$ cat src/rtl/bcd_countdown_timer_pkg.sv
// Shared types and constants for the BCD countdown timer.
// A time value is six BCD digits, least significant (seconds ones) first.
package bcd_countdown_timer_pkg;

    typedef enum logic [1:0] {
        ST_IDLE,
        ST_RUN,
        ST_PAUSED,
        ST_EXPIRED
    } state_e;

    typedef logic [3:0] bcd_t;

    localparam bcd_t        SEC_TENS_MAX = 4'd5;
    localparam bcd_t        DIGIT_MAX    = 4'd9;
    localparam logic [23:0] TIME_ZERO    = 24'h000000;
    localparam logic [23:0] TIME_ONE_SEC = 24'h000001;
    localparam int          NUM_DIGITS   = 6;

    // Digit index 1 and 3 are the seconds/minutes tens positions.
    function automatic bcd_t digit_max(input int idx);
        return (idx == 1 || idx == 3) ? SEC_TENS_MAX : DIGIT_MAX;
    endfunction

    function automatic logic load_valid(input logic [7:0] hh, input logic [7:0] mm,
                                        input logic [7:0] ss);
        return (hh[7:4] <= DIGIT_MAX)    && (hh[3:0] <= DIGIT_MAX) &&
               (mm[7:4] <= SEC_TENS_MAX) && (mm[3:0] <= DIGIT_MAX) &&
               (ss[7:4] <= SEC_TENS_MAX) && (ss[3:0] <= DIGIT_MAX);
    endfunction

endpackage

$ cat src/rtl/bcd_countdown_timer_if.sv
// Control strobes, load value and remaining-time outputs of the countdown timer.
interface bcd_countdown_timer_if;
    logic       tick;
    logic       load;
    logic       start;
    logic       pause;
    logic [7:0] ld_hh;
    logic [7:0] ld_mm;
    logic [7:0] ld_ss;
    logic [7:0] hh;
    logic [7:0] mm;
    logic [7:0] ss;
    logic       running;
    logic       done;
    logic       load_err;

    modport master (
        output tick, load, start, pause, ld_hh, ld_mm, ld_ss,
        input  hh, mm, ss, running, done, load_err
    );

    modport slave (
        input  tick, load, start, pause, ld_hh, ld_mm, ld_ss,
        output hh, mm, ss, running, done, load_err
    );
endinterface

$ cat src/rtl/bcd_digit_down.sv
// One BCD down-counting digit: wraps 0 -> MAX and borrows from the next digit.
module bcd_digit_down
    import bcd_countdown_timer_pkg::*;
#(
    parameter bcd_t MAX = DIGIT_MAX
) (
    input  logic clk,
    input  logic reset,
    input  logic i_load,
    input  bcd_t i_load_val,
    input  logic i_borrow_in,
    output logic o_borrow_out,
    output bcd_t o_digit
);

    bcd_t r_digit;

    always_ff @(posedge clk) begin
        if (reset)
            r_digit <= '0;
        else if (i_load)
            r_digit <= i_load_val;
        else if (i_borrow_in)
            r_digit <= (r_digit == '0) ? MAX : r_digit - 4'd1;
    end

    assign o_borrow_out = i_borrow_in && (r_digit == '0);
    assign o_digit      = r_digit;

endmodule

$ cat src/rtl/bcd_countdown_timer.sv
// HH:MM:SS BCD countdown timer with load/start/pause strobes and an expiry pulse.
// Strobe priority per cycle: load > pause > start > tick.
module bcd_countdown_timer (
    input  logic                  clk,
    input  logic                  reset,
    bcd_countdown_timer_if.slave  bus
);
    import bcd_countdown_timer_pkg::*;

    state_e                     r_state;
    state_e                     w_next_state;
    bcd_t [NUM_DIGITS-1:0]      w_digits;
    bcd_t [NUM_DIGITS-1:0]      w_ld_val;
    logic [NUM_DIGITS:0]        w_bin;
    logic                       w_ld;
    logic                       w_dec;
    logic                       w_load_ok;
    logic                       w_zero;
    logic                       w_last;
    logic                       w_underflow;
    logic                       w_done_nxt;
    logic                       w_err_nxt;
    logic                       r_done;
    logic                       r_err;

    assign w_ld_val    = {bus.ld_hh, bus.ld_mm, bus.ld_ss};
    assign w_load_ok   = load_valid(bus.ld_hh, bus.ld_mm, bus.ld_ss);
    assign w_zero      = (w_digits == TIME_ZERO);
    assign w_last      = (w_digits == TIME_ONE_SEC);
    assign w_dec       = bus.tick && !bus.load && !bus.pause && !bus.start && (r_state == ST_RUN);
    assign w_bin[0]    = w_dec;
    // RUN never holds zero, so a borrow out of the top digit is unreachable; land in EXPIRED if it ever happens.
    assign w_underflow = w_bin[NUM_DIGITS];

    for (genvar g = 0; g < NUM_DIGITS; g++) begin : g_digit
        bcd_digit_down #(.MAX(digit_max(g))) u_digit (
            .clk          (clk),
            .reset        (reset),
            .i_load       (w_ld),
            .i_load_val   (w_ld_val[g]),
            .i_borrow_in  (w_bin[g]),
            .o_borrow_out (w_bin[g+1]),
            .o_digit      (w_digits[g])
        );
    end

    always_comb begin
        w_next_state = r_state;
        w_ld         = 1'b0;
        w_err_nxt    = 1'b0;
        w_done_nxt   = 1'b0;
        if (bus.load) begin
            if (w_load_ok) begin
                w_ld         = 1'b1;
                w_next_state = ST_IDLE;
            end else begin
                w_err_nxt = 1'b1;
            end
        end else if (bus.pause) begin
            if (r_state == ST_RUN)
                w_next_state = ST_PAUSED;
        end else if (bus.start) begin
            if ((r_state == ST_IDLE || r_state == ST_PAUSED) && !w_zero)
                w_next_state = ST_RUN;
        end else if (w_dec && (w_last || w_underflow)) begin
            w_next_state = ST_EXPIRED;
            w_done_nxt   = 1'b1;
        end
    end

    always_ff @(posedge clk) begin
        if (reset) begin
            r_state <= ST_IDLE;
            r_done  <= 1'b0;
            r_err   <= 1'b0;
        end else begin
            r_state <= w_next_state;
            r_done  <= w_done_nxt;
            r_err   <= w_err_nxt;
        end
    end

    assign bus.hh       = {w_digits[5], w_digits[4]};
    assign bus.mm       = {w_digits[3], w_digits[2]};
    assign bus.ss       = {w_digits[1], w_digits[0]};
    assign bus.running  = (r_state == ST_RUN);
    assign bus.done     = r_done;
    assign bus.load_err = r_err;

endmodule
$ cat src/flat_wrapper.sv
// flat-port wrapper written by rule: the top's interface ports become plain ports
module bcd_countdown_timer_flat import bcd_countdown_timer_pkg::*;
  (clk, reset, bus_tick, bus_load, bus_start, bus_pause, bus_ld_hh, bus_ld_mm, bus_ld_ss, bus_hh, bus_mm, bus_ss, bus_running, bus_done, bus_load_err);
  bcd_countdown_timer_if bus_i ();
  input  logic clk;
  input  logic reset;
  input wire logic [$bits(bus_i.tick)-1:0] bus_tick;
  input wire logic [$bits(bus_i.load)-1:0] bus_load;
  input wire logic [$bits(bus_i.start)-1:0] bus_start;
  input wire logic [$bits(bus_i.pause)-1:0] bus_pause;
  input wire logic [$bits(bus_i.ld_hh)-1:0] bus_ld_hh;
  input wire logic [$bits(bus_i.ld_mm)-1:0] bus_ld_mm;
  input wire logic [$bits(bus_i.ld_ss)-1:0] bus_ld_ss;
  output wire logic [$bits(bus_i.hh)-1:0] bus_hh;
  output wire logic [$bits(bus_i.mm)-1:0] bus_mm;
  output wire logic [$bits(bus_i.ss)-1:0] bus_ss;
  output wire logic [$bits(bus_i.running)-1:0] bus_running;
  output wire logic [$bits(bus_i.done)-1:0] bus_done;
  output wire logic [$bits(bus_i.load_err)-1:0] bus_load_err;
  assign bus_i.tick = bus_tick;
  assign bus_i.load = bus_load;
  assign bus_i.start = bus_start;
  assign bus_i.pause = bus_pause;
  assign bus_i.ld_hh = bus_ld_hh;
  assign bus_i.ld_mm = bus_ld_mm;
  assign bus_i.ld_ss = bus_ld_ss;
  assign bus_hh = bus_i.hh;
  assign bus_mm = bus_i.mm;
  assign bus_ss = bus_i.ss;
  assign bus_running = bus_i.running;
  assign bus_done = bus_i.done;
  assign bus_load_err = bus_i.load_err;
  bcd_countdown_timer u_core (.clk(clk), .reset(reset), .bus(bus_i));
endmodule
$ cat config.mk
export PLATFORM = sky130hd
export DESIGN_NAME = bcd_countdown_timer_flat
export DESIGN_NICKNAME = d
export VERILOG_FILES = /design/src/rtl/bcd_countdown_timer_pkg.sv /design/src/rtl/bcd_countdown_timer_if.sv /design/src/rtl/bcd_digit_down.sv /design/src/rtl/bcd_countdown_timer.sv /design/src/flat_wrapper.sv
export SDC_FILE = /design/constraint.sdc
export NUM_CORES = 1
export LEC_CHECK = 0
export CAP_MARGIN = 10
export CORE_AREA = 4 4 65 67
export DETAILED_ROUTE_END_ITERATION = 16
export DIE_AREA = 0 0 69 71
export PLACE_DENSITY_LB_ADDON = 0.08
export SYNTH_ARGS = -nofsm -noshare
export SYNTH_HDL_FRONTEND = slang
export SYNTH_SLANG_ARGS = --single-unit
export TNS_END_PERCENT = 5
$ cat constraint.sdc
create_clock -name clk -period 2.2 [get_ports clk]
set_input_delay 0.44 -clock clk [delete_from_list [all_inputs] [get_ports clk]]
set_output_delay 0.44 -clock clk [all_outputs]
set_load 0.01 [all_outputs]
==> out/metrics.csv <==
stage;metric;value;unit
status;outcome;completed;
floorplan;Core Footprint;0.00363;sq mm
floorplan;Die Ht;71;um
logic_synthesis;Synth Warn #;0;
sta;RSZ-0062 raised after global routing;true;
worst_setup_path;Slowest cell on crit path;or4_1;
sta;worst setup margin;16.6;ps
routing;Final Routed Wirelength;4670;um
floorplan;# IOs;57;
logic_synthesis;Post-Synth XOR/XNOR Area;0.0338;
global_routing;GRT Overall Usage;0.184;
placed_design;Setup WS pre-CTS;-354;ps
logic_synthesis;Post-Synth Adder-Cell Area;0;
logic_synthesis;synthesized area per cell;8.02;sq um
worst_setup_path;max incr delay on CP;440;ps
sta;Slew Viols, Final;0;
worst_setup_path;critical path startpoint category;input port;
layout;NumNets Final;308;
sta;Hold Vio Cnt, Final;0;
global_routing;GRT met1 Usage;0.237;
routing;WL/cell;14.4;um
global_routing;first-pass GRT wire length;7650;um
placed_design;routability cong.;0.853;
placed_design;port buffer count;56;
clock_network;clk_lat worst skew;280;ps
floorplan;Rows;22;
floorplan;Die Area;0.00490;sq mm
worst_setup_path;Worst Path Max Fanout;7;
power;Gate power share;0.180;
logic_synthesis;mux cell area share after synthesis;0.0201;
clock_network;Bufs on Longest Clock Path;2;
worst_hold_path;hold-critical path depth;1;
sta;Layout Skew;5.29;ps
clock_network;CTS H-tree depth;1;
logic_synthesis;most numerous cell in the Yosys netlist;nor2_1;
clock_network;CTS Hold Buffers Added;0;
power;P_int;0.000741;W
clock_network;Root Driver;clkbuf_8;
logic_synthesis;Mapped Area;0.00156;sq mm
clock_network;Sink Count;28;
layout;Ant. Diodes;0;
logic_synthesis;Yosys reg bits;28;
sta;Fmax;458;MHz
worst_setup_path;reg2reg setup slack;180;ps
sta;setup violators final;0;
worst_setup_path;R2R cell count;5;
routing;via count;1795;
logic_synthesis;Area contributors post-synth;dfxtp_1, nor2_1, a211oi_1, a311oi_1, nand3_1;
global_routing;total gr overflow;0;
global_routing;vias in the first global route;1695;
clock_network;CTS tree;done;
logic_synthesis;biggest area consumer among synthesized cells;dfxtp_1;
routing;DR pass1 iterations;4;
flow_run;maxcap violations;0;
worst_setup_path;Worst setup EP type;flip-flop;
logic_synthesis;simple-gate share of the synthesized area;0.342;
sta;Worst-Margin Slew;333;ps
global_routing;most used routing layer;met2;
power;clock network power share;0.287;
placed_design;Detail Placement HPWL;3490;um
logic_synthesis;ys async rst share;0;
logic_synthesis;Post-synth top cells;nor2_1, dfxtp_1, a211oi_1;
worst_setup_path;critical path depth;6;
layout;Layout Cell Area excl Fill;0.00250;sq mm
power;PD cells;391;mW/mm^2
power;Sw Pwr;0.000237;W
logic_synthesis;post-synthesis cell count;194;
worst_setup_path;CP Data Arrival Time;2370;ps
sta;Relative slew margins;0.776;
sta;crit path time final;2180;ps
global_routing;M2 GR Usage;0.308;
placed_design;Area after DPL;0.00239;sq mm
worst_setup_path;crit-path leading delay family;simple AND/OR/NAND/NOR gates;
routing;vias per cell;5.54;
floorplan;die width;69;um
worst_setup_path;CP bufs+invs;2;
layout;fraction of layout cells with a size suffix above 1;0.192;
power;worst ir drop on vdd;237;uV
global_routing;pin count of the biggest net entering global routing;19;
logic_synthesis;synth unique cells;41;
power;leakage power;0.878;nW
global_routing;initial antenna violation count;0;
logic_synthesis;post-synthesis compound-gate area fraction;0.213;
floorplan;initial core utilization;0.428;
logic_synthesis;largest family of logic cells by synthesized area;simple AND/OR/NAND/NOR gates;
routing;Antenna Nets Post-Route;0;
power;sw frac;0.242;
worst_setup_path;WP data required;2380;ps
power;Reg power frac;0.533;
routing;# DRC;0;
worst_setup_path;worst-path cell chain;clkdlybuf4s50_1 -> or3_4 -> buf_4 -> nand4bb_4 -> or4_1 -> a311oi_2;
layout;Layout area overhead;60.9;%
logic_synthesis;number of synthesized flops with an enable pin;0;
worst_hold_path;Hold WC Path Type;flip-flop to flip-flop;
sta;final period utilization;0.992;
clock_network;CTS clock-pin slew for the worst setup and hold paths;90;ps
global_routing;met3 Track Usage GR;0.0313;
clock_network;total CTS buffers;3;
routing;initial drt markers;114;
logic_synthesis;Mapped Nets;224;
logic_synthesis;Top FF cell, synth;dfxtp_1;
logic_synthesis;post-synth top area share;0.360;
worst_setup_path;Crit Path Class;input port to flip-flop;
logic_synthesis;register area share after synthesis;0.360;
==> power groups by stage <==
stage	logic (W)	registers [W]	clock network, W
3_5_place_dp	0.000168	0.000533	0
4_1_cts	0.000170	0.000521	0.000284
2_1_floorplan	0.0000531	0.000535	0
5_1_grt	0.000190	0.000523	0.000303
3_3_place_gp	0.000167	0.000533	0
6_report	0.000176	0.000521	0.000281
==> path summary, 6_finish.rpt <==
kind,startpoint,end
max reg2reg,u_core.g_digit[1].u_digit.o_digit[1],u_core.g_digit[5].u_digit.o_digit[3]
max,bus_load,u_core.g_digit[1].u_digit.o_digit[1]
min,u_core.g_digit[3].u_digit.o_digit[3],u_core.g_digit[3].u_digit.o_digit[3]
min reg2reg,u_core.g_digit[3].u_digit.o_digit[3],u_core.g_digit[3].u_digit.o_digit[3]
==> registers in the layout (all words and copies together) (netlist names) <==
name,flops
u_core.g_digit.u_digit.o_digit,24
u_core.r_state,2
u_core.bus.done,1
u_core.bus.load_err,1
==> cell families (layout without fill, tap and decap cells) <==
logic type             after synthesis  in the layout
AO/OA/AOI/OAI                       46             46
XOR/XNOR                             6              6
buffers and inverters               11             93
flip-flops                          28             28
multiplexers                         3              3
AND/OR/NAND/NOR                    100            100
==> worst register-to-register path, stage by stage, from the launching register on <==
cell      delay [ps]
dfxtp_1          370
nor4_2           330
and4b_2          410
nand4_1          150
or4_1            430
a311oi_1         240
==> per-stage QoR <==
step / cells / total power [W] / hold WS [ps] / setup TNS, ps / utilization
final: 324 / 0.000978 / 517 / 0 / 0.689
after global routing: 324 / 0.00102 / 552 / -152 / 0.689
after CTS: 324 / 0.000976 / 514 / -54.6 / 0.673
after detailed placement: 321 / 0.000701 / 499 / -5640 / 0.659
after global placement: 321 / 0.000700 / 501 / -4790 / 0.659
after floorplan: 194 / 0.000588 / 464 / 0 / -
==> routing by layer <==
layer	vias to the layer above	share of wire
met5	-	0
met4	0	0.019
met3	9	0.049
met2	55	0.49
met1	832	0.45
li1	899	-
==> area by class of cell <==
type / instances / area [sq um]
clock buffers: 3 / 41.3
fillers: 327 / 1130
inverters: 1 / 3.75
multi-input cells: 155 / 1010
flip-flops and latches: 28 / 561
well taps: 48 / 60.1
repair buffers: 89 / 825
==> timing repair <==
item,4_1_cts,5_1_grt
resized for setup,2,11
setup endpoints to repair,8,16
pin swaps,0,4
setup buffers,0,0
==> placed cells by master (no fill, tap or decap), types with 2 or more instances in the layout <==
cell type,netlist,layout
clkdlybuf4s50_1,0,56
nor2_1,39,38
buf_4,1,31
dfxtp_1,28,28
a211oi_1,14,14
nand3_1,9,9
nand2_1,9,9
o21ai_0,8,8
nor3_1,8,6
nand4_1,5,5
a311oi_1,6,5
xor2_1,5,5
nand3b_1,4,4
or3_1,5,4
a21o_1,4,4
nor3_2,1,3
nor4_1,4,3
a21oi_1,3,3
a31oi_1,3,3
clkbuf_8,0,3
nor2b_1,2,2
nor4b_1,2,2
o31ai_1,2,2
or4_1,3,2
mux2i_1,2,2
Power figures use the tool's default switching activity.
